$ cat src/rtl/jpeg_huffman_block_scheduler.sv
// Block scheduler for the JPEG Huffman encoder: walks every 8x8 block of a frame in buffer order.
// Optional WAIT_BUF stall counter is enabled with `define JPEG_HUFF_SCHED_STALL_COUNT_EN.
module jpeg_huffman_block_scheduler #(
   parameter int NUM_BUFFERS   = 2,
   parameter int LUMA_BLOCKS   = 4,
   parameter int CHROMA_BLOCKS = 2,
   parameter int MCU_WIDTH     = 16,
   localparam int SEL_W        = (NUM_BUFFERS > 1) ? $clog2(NUM_BUFFERS) : 1
) (
   input  logic                   clock,
   input  logic                   nreset,
   input  logic                   frame_start,
   input  logic [MCU_WIDTH-1:0]   frame_mcus,
   input  logic [NUM_BUFFERS-1:0] buf_full,
   output logic [NUM_BUFFERS-1:0] buf_release,
   output logic [SEL_W-1:0]       buf_sel,
   output logic                   huff_start,
   input  logic                   huff_finished,
   output logic [1:0]             component,
   output logic                   dc_reset,
   output logic                   mcu_done,
   output logic                   frame_done,
   output logic                   busy
`ifdef JPEG_HUFF_SCHED_STALL_COUNT_EN
   ,
   output logic [31:0]            stall_cycles
`endif
);

   localparam int BLOCKS_PER_MCU = LUMA_BLOCKS + CHROMA_BLOCKS;
   localparam int BLK_W          = 3;

   typedef enum logic [2:0] {
      IDLE,
      WAIT_BUF,
      START,
      RUN,
      RELEASE
   } state_t;

   state_t               state_q;
   state_t               state_d;
   logic [BLK_W-1:0]     block_idx_q;
   logic [MCU_WIDTH-1:0] mcu_count_q;
   logic [MCU_WIDTH-1:0] frame_mcus_q;
   logic                 armed_q;

   logic                 last_block;
   logic                 last_mcu;
   logic [BLK_W-1:0]     next_block;
   logic [SEL_W-1:0]     next_sel;

   function automatic logic [1:0] component_of(input logic [BLK_W-1:0] idx);
      if (idx < BLK_W'(LUMA_BLOCKS)) begin
         return 2'd0;
      end else if (idx == BLK_W'(LUMA_BLOCKS)) begin
         return 2'd1;
      end else begin
         return 2'd2;
      end
   endfunction

   assign last_block = (block_idx_q == BLK_W'(BLOCKS_PER_MCU - 1));
   assign last_mcu   = ((mcu_count_q + MCU_WIDTH'(1)) == frame_mcus_q);
   assign next_block = last_block ? '0 : block_idx_q + BLK_W'(1);
   assign next_sel   = (buf_sel == SEL_W'(NUM_BUFFERS - 1)) ? '0 : buf_sel + SEL_W'(1);
   assign busy       = (state_q != IDLE);

   always_ff @(posedge clock or negedge nreset) begin
      if (!nreset) begin
         state_q <= IDLE;
      end else begin
         state_q <= state_d;
      end
   end

   // NOTE: every output of this block gets a default first, so no path can infer a latch.
   always_comb begin
      state_d     = state_q;
      huff_start  = 1'b0;
      buf_release = '0;
      mcu_done    = 1'b0;
      frame_done  = 1'b0;
      case (state_q)
         IDLE: begin
            if (frame_start) state_d = WAIT_BUF;
         end
         WAIT_BUF: begin
            if (buf_full[buf_sel]) state_d = START;
         end
         START: begin
            huff_start = 1'b1;
            state_d    = RUN;
         end
         RUN: begin
            // A finished level still high from the previous block is ignored until it has been seen low.
            if (armed_q && huff_finished) state_d = RELEASE;
         end
         RELEASE: begin
            buf_release[buf_sel] = 1'b1;
            mcu_done             = last_block;
            if (last_block && last_mcu) begin
               frame_done = 1'b1;
               state_d    = IDLE;
            end else begin
               state_d = WAIT_BUF;
            end
         end
         default: state_d = IDLE;
      endcase
   end

   always_ff @(posedge clock or negedge nreset) begin
      if (!nreset) begin
         buf_sel      <= '0;
         block_idx_q  <= '0;
         mcu_count_q  <= '0;
         frame_mcus_q <= '0;
         armed_q      <= 1'b0;
         component    <= 2'd0;
         dc_reset     <= 1'b0;
      end else begin
         dc_reset <= 1'b0;
         case (state_q)
            IDLE: begin
               if (frame_start) begin
                  frame_mcus_q <= (frame_mcus == '0) ? MCU_WIDTH'(1) : frame_mcus;
                  mcu_count_q  <= '0;
                  block_idx_q  <= '0;
                  buf_sel      <= '0;
                  component    <= 2'd0;
                  armed_q      <= 1'b0;
                  dc_reset     <= 1'b1;
               end
            end
            START: armed_q <= 1'b0;
            RUN: begin
               if (!huff_finished) armed_q <= 1'b1;
            end
            RELEASE: begin
               buf_sel     <= next_sel;
               block_idx_q <= next_block;
               component   <= component_of(next_block);
               if (last_block) mcu_count_q <= mcu_count_q + MCU_WIDTH'(1);
            end
            default: ;
         endcase
      end
   end

`ifdef JPEG_HUFF_SCHED_STALL_COUNT_EN
   always_ff @(posedge clock or negedge nreset) begin
      if (!nreset) begin
         stall_cycles <= '0;
      end else if (state_q == IDLE && frame_start) begin
         stall_cycles <= '0;
      end else if (state_q == WAIT_BUF && stall_cycles != 32'hFFFF_FFFF) begin
         stall_cycles <= stall_cycles + 32'd1;
      end
   end
`endif

endmodule

$ cat config.mk
export PLATFORM = sky130hd
export DESIGN_NAME = jpeg_huffman_block_scheduler
export DESIGN_NICKNAME = d
export VERILOG_FILES = /design/src/rtl/jpeg_huffman_block_scheduler.sv
export SDC_FILE = /design/constraint.sdc
export NUM_CORES = 1
export LEC_CHECK = 0
export CORE_MARGIN = 8
export CORE_UTILIZATION = 59
export CTS_CLUSTER_SIZE = 10
export DETAILED_ROUTE_END_ITERATION = 6
export GPL_ROUTABILITY_DRIVEN = 0
export PLACE_DENSITY_LB_ADDON = 0.15
export SYNTH_ARGS = -nofsm -noshare
export SYNTH_HDL_FRONTEND = slang
export SYNTH_SLANG_ARGS = --single-unit
$ cat constraint.sdc
create_clock -name clock -period 7.6 [get_ports clock]
set_clock_uncertainty 0.05 [all_clocks]
set_input_delay 0.76 -clock clock [delete_from_list [all_inputs] [get_ports clock]]
set_output_delay 0.76 -clock clock [all_outputs]
set_load 0.05 [all_outputs]
# Word level (Yosys, flattened, before mapping)
# Index checks and enable logic that the tools add are counted.
[word_totals]
ff_bits = 43
wordCells = 71
[classes]
n_reduce_logical = 13
n_lt_le_gt_ge = 3
add_sub_neg = 3
eq_ne = 12
muxes = 32
[op_table]
columns = ["operator", "n"]
rows = [
  ["16-bit two-way mux", 3],
  ["16-bit one-hot mux with 2 select lines", 1],
  ["16-bit by 1-bit adder with 16-bit output (second input constant)", 1],
  ["16-bit == test", 1],
  ["16-bit logical NOT", 1],
  ["3-bit two-way mux", 5],
  ["3-bit one-hot mux with 5 select lines", 1],
  ["1-bit two-way mux", 13],
  ["2-bit inequality test (second input constant)", 5],
  ["3-bit == test (second input constant)", 3],
  ["3-bit AND reduction", 3],
  ["2-bit two-way mux", 4],
  ["3-bit by 2-bit == test with 1-bit output (second input constant)", 2],
  ["3-bit one-hot mux with 2 select lines", 1],
  ["3-bit nonzero test", 2],
  ["2-bit one-hot mux with 2 select lines", 1],
  ["2-bit AND reduction", 2],
  ["3-bit by 1-bit adder with 3-bit output (second input constant)", 1],
  ["3-bit by 1-bit == test with 1-bit output (second input constant)", 1],
  ["1-bit logical AND", 3],
  ["3-bit logical NOT", 1],
  ["3-bit < comparator (second input constant)", 1],
  ["1-bit one-hot mux with 3 select lines", 1],
  ["1-bit by 2-bit < comparator with 1-bit output (second input constant)", 1],
  ["other kinds (5)", 5],
]

# Logic depth before layout (Yosys ltp)
# Gate-level depths: netlist of run 1.
[depth]
depth_word = 6
mapped_depth = 10

# Worst setup path before layout of run 1
# Ideal clock, no wire load.
[synth_timing]
kind = "register -> output"
startpoint = "register mcu_count_q[0]"
endpoint = "output port frame_done"
path_buffers = 2
setup_slack_ns = 4.336
path_stages_with_launch = 11
arrival_time_ns = 2.454
path_cell_list = "dfrtp_1 -> ha_1 -> and2_2 -> buf_2 -> and3_1 -> buf_2 -> and2_1 -> xnor2_1 -> o2111ai_1 -> a2111oi_2 -> and2_1"
[synth_between]
elab_chain_cells = 5
[synth_rtl]
columns = ["element", "line_no", "text"]
rows = [
  ["start: declaration", "44", "logic [MCU_WIDTH-1:0] mcu_count_q;"],
  ["start signal: assignment", "144", "if (last_block) mcu_count_q <= mcu_count_q + MCU_WIDTH'(1);"],
  ["16-bit by 1-bit adder with 16-bit output", "64", "assign last_mcu = ((mcu_count_q + MCU_WIDTH'(1)) == frame_mcus_q);"],
  ["16-bit == test", "64", ""],
  ["1-bit logical AND", "102", "if (last_block && last_mcu) begin"],
  ["1-bit two-way mux", "102", ""],
  ["1-bit two-way mux", "84", "case (state_q)"],
  ["end: declaration", "22", "output logic frame_done,"],
]
# No other way between the ends.

# Worst setup path after layout of run 1
# Same ends and word-level chain as after synthesis.

==> results of run 1 <==
how the worst max path moves through the flow:
stage               cells after the start          to  slack, ps                  startpoint
floorplan                              10  frame_done       4340  mcu_count_q[0]$_DFFE_PN0P_
global placement                        9  frame_done       3730  mcu_count_q[0]$_DFFE_PN0P_
detailed placement                      9  frame_done       3660  mcu_count_q[0]$_DFFE_PN0P_
CTS                                     9  frame_done       3310  mcu_count_q[0]$_DFFE_PN0P_
global route                            9  frame_done       3100  mcu_count_q[0]$_DFFE_PN0P_
finish                                  9  frame_done       3320  mcu_count_q[0]$_DFFE_PN0P_
state kept, by name, indices dropped and copies added (netlist names):
register	cells
dc_reset	1
armed_q	1
mcu_count_q	16
state_q	3
component	2
buf_sel	1
frame_mcus_q	16
block_idx_q	3
layer usage:
layer	vias up	routed length, um
met1	961	2554
met3	5	268
met2	43	2416
met5	-	0
li1	1005	-
met4	0	65
critical path: stages (launching register included):
cell	delay, ps
dfrtp_1	460
ha_1	310
and2_2	260
and3_1	340
and2_1	220
xnor2_1	130
o2111ai_1	150
a2111oi_2	330
and2_1	180
clkdlybuf4s50_1	800
metrics by stage:
step	instances	instance area, um2	worst slack [ps]
floorplan	264	2432	4336
global placement	335	2744	3728
detailed placement	335	2744	3657
CTS	343	2843	3312
global route	343	2843	3101
finish	343	2843	3318
cell families (layout without fill, tap and decap cells):
group,Yosys count,count (layout),share of synthesized area [%]
AOI/OAI and AO/OA,65,65,16.31
xor gates and xnor gates,21,21,7.561
adders and majority gates,1,1,0.5143
buffers and inverters,18,47,3.704
DFF,43,43,44.24
muxes,16,16,7.356
and+or+nand+nor,100,100,20.32
cell type report:
cell class	instances	share of cell area, %
timing repair buffer	32	11.00
sequential	43	37.85
clock inverter	2	0.5722
multi-input combinational	203	44.54
clock buffer	6	2.905
tap	50	2.201
inverter	7	0.9243
Yosys cell counts (all sizes together):
| cell | instances |
|---|---|
| clkbuf | 5 |
| a22o | 2 |
| o21ai | 30 |
| a2111oi | 1 |
| xor2 | 5 |
| a41oi | 1 |
| ha | 1 |
| o31ai | 6 |
| o32ai | 1 |
| nor3 | 4 |
| nand3b | 1 |
| mux2i | 1 |
| and2 | 6 |
| o2111ai | 1 |
| and3 | 5 |
| buf | 6 |
| xnor2 | 16 |
| o21a | 1 |
| or3 | 2 |
| nor4 | 4 |
| a21boi | 1 |
| nand2 | 31 |
| nand3 | 7 |
| nor3b | 2 |
| a31oi | 6 |
| nand4 | 6 |
| nand2b | 2 |
| a21o | 2 |
| o22ai | 2 |
| nor2 | 29 |
| o41ai | 2 |
| mux2 | 15 |
| or4 | 1 |
| dfrtp | 43 |
| a21oi | 9 |
| inv | 7 |
where the power goes:
part / switching [mW] / internal [mW]
Sequential: 0.0790 / 0.296
Clock: 0.0805 / 0.0742
Combinational: 0.156 / 0.145
==> summary.txt, run 1 <==
Status
  • Status: finished clean

Routing
  • DR pass1 iterations: 4
  • Final wirelength: between 5 and 6 mm
  • Drt via density: approximately 6
  • Total number of vias: ~2000
  • Initial drt markers: ~230
  • DRT antenna net count: 0
  • DR WL/cell: around 15 um
  • # DRC: 0

Yosys
  • Cell count after synthesis: 264
  • Syn nets: around 290
  • Register bit total from synthesis: 43
  • Top-area cell type share of the netlist area: about 44%
  • Yosys Warn Count: 0
  • Post-synth top area cell: dfrtp_1
  • Unique masters post-synth: 42
  • Avg Inst Size Synth: between 9 and 10 um2
  • Top area cells in the synthesized netlist: dfrtp_1 44%, mux2_2 6.9%, o21ai_0 6.2%
  • Syn Std Cell Area: about 2400 um2
  • Sequential fraction of the synthesis area: 44.24%

Job
  • Max-cap viol count: 0

GRT
  • Global Route Usage Sum: between 10% and 20%
  • Antenna violations before repair: 0
  • GR Layer Usage met2: about a quarter
  • GR Util met3: around 4.1%
  • Grt ovf: 0
  • First-pass GRT wire length: around 9 mm
  • Largest net degree at the start of global routing: 44
  • Vias in the first global route: around 1900
  • Grt met1 use: between 20% and 30%
  • Gr busiest metal: met2

Final layout
  • Share of layout cells above drive strength 1: 10.58%
  • Ant diodes: 0
  • Leading cell types in the layout, fill and taps excluded: 43 x dfrtp_1, 31 x nand2_1, 30 x o21ai_0, 30 x clkdlybuf4s50_1, 29 x nor2_1
  • Multi-input combinational cell area: around 1300 um2
  • Fillcell total: a little over 300
  • Layout Area Growth over Synthesis: 16.87%
  • Register Area: between 1000 and 1500 um2
  • Most common cell after layout, fill and taps aside: dfrtp_1
  • Fin nets: 315
  • Final core occ: 71.58%

Power and ir drop
  • Pwr Density: between 200 and 300 nW/um2
  • Worst vdd ir: roughly 0.15 mV
  • Lkg Pwr: about 1.2 nW
  • Design Power: ~830 uW

Floorplan
  • Site Rows: 23
  • Die area: 6433 um2
  • Die Ht: about 80 um
  • Core Footprint: 3971 um2
  • DIE WIDTH: about 80 um
  • Io pins: 32
  • Initial core utilization: about three fifths

CTS
  • Clock buffer depth: 2
  • CTS buffer count: 5
  • Post CTS Setup Buffer Count: 0
  • CTS Hold Buffers Added: 0
  • CTS resizes: 0
  • Clk slew on worst S/H paths: around 80 ps
  • CTS Root Buffer Type: clkbuf_8
  • Clk sinks: 43
  • H-tree Lvls: 2
  • CTS tree: built
  • Worst-skew pair later-pin latency: about 300 ps

Timing
  • Hold Violations, Final: 0
  • Hold WS: 464.9 ps
  • Max transition margin: 38.72%
  • Unrepaired setup endpoints after global routing: false
  • Setup violators final: 0
  • Slew @ Worst Pin: between 900 and 1000 ps
  • Max Clk Rate: approximately 230 MHz
  • Final Max Slew Viols: 0
  • Setup_tns: 0 ps
  • Post-layout min period: approximately 4300 ps
  • Crit share post-route: 56.35%

Worst setup path
  • RR Endpoint: mcu_count_q[7]$_DFFE_PN0P_
  • Crit-path max FO: 8
  • Crit end category: output pin
  • Required @ worst endpoint: roughly 6800 ps
  • Arrival @ worst endpoint: roughly 3500 ps
  • R2R depth: 7
  • CP Class: flip-flop to output pin
  • Startpoint Class: flip-flop
  • Crit Reg-Reg Startpoint: state_q[0]$_DFFE_PN0P_
  • R2r setup slk: between 4000 and 5000 ps

Placed design
  • Port-buffer cells: 31
  • Hpwl dp: 3.944 mm

Worst hold path
  • Hold Path Depth: 1
  • Hold Startpoint: block_idx_q[1]$_DFFE_PN0P_
  • Hold Crit Endpoint: block_idx_q[1]$_DFFE_PN0P_
  • Worst hold path type: flip-flop to flip-flop
(Power assumes the default switching activity.)
==> inputs of run 2 (changes only) <==
--- a/config.mk
+++ b/config.mk
@@ -6,7 +6,7 @@
 export NUM_CORES = 1
 export LEC_CHECK = 0
 export CORE_MARGIN = 8
-export CORE_UTILIZATION = 59
+export CORE_UTILIZATION = 55
 export CTS_CLUSTER_SIZE = 10
 export DETAILED_ROUTE_END_ITERATION = 6
 export GPL_ROUTABILITY_DRIVEN = 0
==> constraint.sdc (replaced) <==
create_clock -name clock -period 4.3 [get_ports clock]
set_clock_uncertainty 0.05 [all_clocks]
set_input_delay 0.43 -clock clock [delete_from_list [all_inputs] [get_ports clock]]
set_output_delay 0.43 -clock clock [all_outputs]
set_load 0.05 [all_outputs]
==> run 2 against run 1 <==
  * Non-clock buffer count rose by 1
  * Sequential power is 76% higher
  * Core utilization down 5.1 points
  * Cell count up 0.58%
  * Register-to-register slack got worse by 3000 ps
  * Sequential cell count stayed put
  * Setup slack worse by 3000 ps
  * Global-route usage fell by 0.41 points
  * Critical path depth stayed put
  * Clock-buffer cell count unchanged
  * Critical endpoint unchanged
  * Highest routed layer unchanged
  * Clock power is 98% higher
==> summary.txt, run 2 (same netlist as run 1, synthesis figures left out) <==
Final layout
  • Layout Area Growth over Synthesis: 17.44%
  • Most common cell after layout, fill and taps aside: dfrtp_1
  • Share of layout cells above drive strength 1: about a tenth
  • Fin nets: ~320
  • Ant diodes: 0
  • Final core occ: 66.52%
  • Post-route insts no fill: 345
  • Top Registers: frame_mcus_q (16), mcu_count_q (16)
  • Leading cell types in the layout, fill and taps excluded: 43 x dfrtp_1, 31 x nand2_1, 30 x o21ai_0, 30 x clkdlybuf4s50_1, 29 x nor2_1
  • Fillcell total: 344

CTS
  • H-tree Lvls: 2
  • Worst-skew pair later-pin latency: ~300 ps
  • Post CTS Setup Buffer Count: 0
  • CTS tree: built
  • CTS resizes: 0
  • CTS Root Buffer Type: clkbuf_8
  • Clk sinks: 43
  • CTS buffer count: 5
  • CTS Hold Buffers Added: 0
  • Clock buffer depth: 2
  • Clk slew on worst S/H paths: around 80 ps

Floorplan
  • Die Ht: 82.50 um
  • Initial core utilization: a little under three fifths
  • Die area: 6806 um2
  • Core Footprint: 4294 um2
  • DIE WIDTH: slightly above 80 um
  • Site Rows: 24
  • Io pins: 32

GRT
  • First-pass GRT wire length: 9.177 mm
  • Global Route Usage Sum: between 10% and 20%
  • Antenna violations before repair: 0
  • Grt ovf: 0
  • Vias in the first global route: about 1900
  • Largest net degree at the start of global routing: 44

Placed design
  • Dpl cells: between 300 and 400
  • Port-buffer cells: 31
  • Hpwl dp: around 4.1 mm

Timing
  • Final Max Slew Viols: 0
  • Slew @ Worst Pin: between 900 and 1000 ps
  • Setup_tns: 0 ps
  • Hold WS: around 210 ps
  • Post-layout min period: ~4000 ps
  • Max Clk Rate: about 250 MHz
  • Crit share post-route: 91.71%
  • Setup violators final: 0
  • Max transition margin: between 30% and 40%
  • Hold Violations, Final: 0
  • Unrepaired setup endpoints after global routing: false

Routing
  • Total number of vias: just over 2000
  • DR pass1 iterations: 4
  • # DRC: 0
  • Initial drt markers: between 150 and 200
  • Drt via density: ~5.9
  • DRT antenna net count: 0
  • Final wirelength: between 5 and 6 mm
  • DR WL/cell: roughly 16 um

Worst setup path
  • Crit end category: output pin
  • Startpoint Class: flip-flop
  • R2r setup slk: 1820 ps
  • Crit-path max FO: 8
  • Required @ worst endpoint: 3820 ps
  • CP Class: flip-flop to output pin
  • Arrival @ worst endpoint: between 3000 and 4000 ps

Status
  • Status: finished clean

Job
  • Max-cap viol count: 0

Power and ir drop
  • Pwr Density: ~530 nW/um2
  • Design Power: 1.504 mW
  • Lkg Pwr: about 1.2 nW
  • Worst vdd ir: roughly 0.32 mV

Worst hold path
  • Worst hold path type: primary input to asynchronous set/reset pin
-- run 2: power breakdown --
group          switching (mW)  leakage [nW]  internal, mW  total, mW
Clock                   0.137        0.0513         0.170      0.307
Sequential              0.135         0.557         0.524      0.659
Combinational           0.280         0.570         0.257      0.538
-- run 2: worst max-delay path, cell delays in order (launching register included) --
cell and delay (ps):
dfrtp_1 470, ha_1 300, and2_2 270, and3_1 330, and2_1 210, xnor2_1 130
o2111ai_1 150, a2111oi_2 310, and2_1 180, clkdlybuf4s50_1 810
-- run 2: final cells by class --
cell class | count | area [um2] | share of cell area, %
Sequential cell | 43 | 1076 | 37.67
Clock inverter | 1 | 30.03 | 1.051
Timing Repair Buffer | 33 | 320.3 | 11.21
Clock buffer | 6 | 72.57 | 2.541
Tap cell | 52 | 65.06 | 2.278
Multi-Input combinational cell | 203 | 1266 | 44.33
Inverter | 7 | 26.28 | 0.9198
-- run 2: worst paths after layout --
check                                            start                     endpoint  cells past startpoint
max reg2reg                 mcu_count_q[0]$_DFFE_PN0P_       state_q[0]$_DFFE_PN0P_                      8
min reg2reg                mcu_count_q[15]$_DFFE_PN0P_  mcu_count_q[15]$_DFFE_PN0P_                      1
max in group asynchronous                       nreset   block_idx_q[0]$_DFFE_PN0P_                      1
min in group clock         mcu_count_q[15]$_DFFE_PN0P_  mcu_count_q[15]$_DFFE_PN0P_                      1
max                         mcu_count_q[0]$_DFFE_PN0P_                   frame_done                      9
min                                             nreset           dc_reset$_DFF_PN0_                      1
-- run 2: through the flow --
stage / setup WS [ps] / instance area, um2
after floorplan: 1366 / 2432
after global placement: 772.7 / 2754
after detailed placement: 714.2 / 2754
after CTS: 356.1 / 2856
after global routing: 118.2 / 2856
final: 356.4 / 2856
-- run 2: metal layers --
layer	GRT usage, %	vias up	share of wire (%)
met5	0	-	0
met4	7.759	0	1.7
met3	5.087	8	6.4
met2	26.70	59	48
met1	22.77	984	44
li1	-	995	-
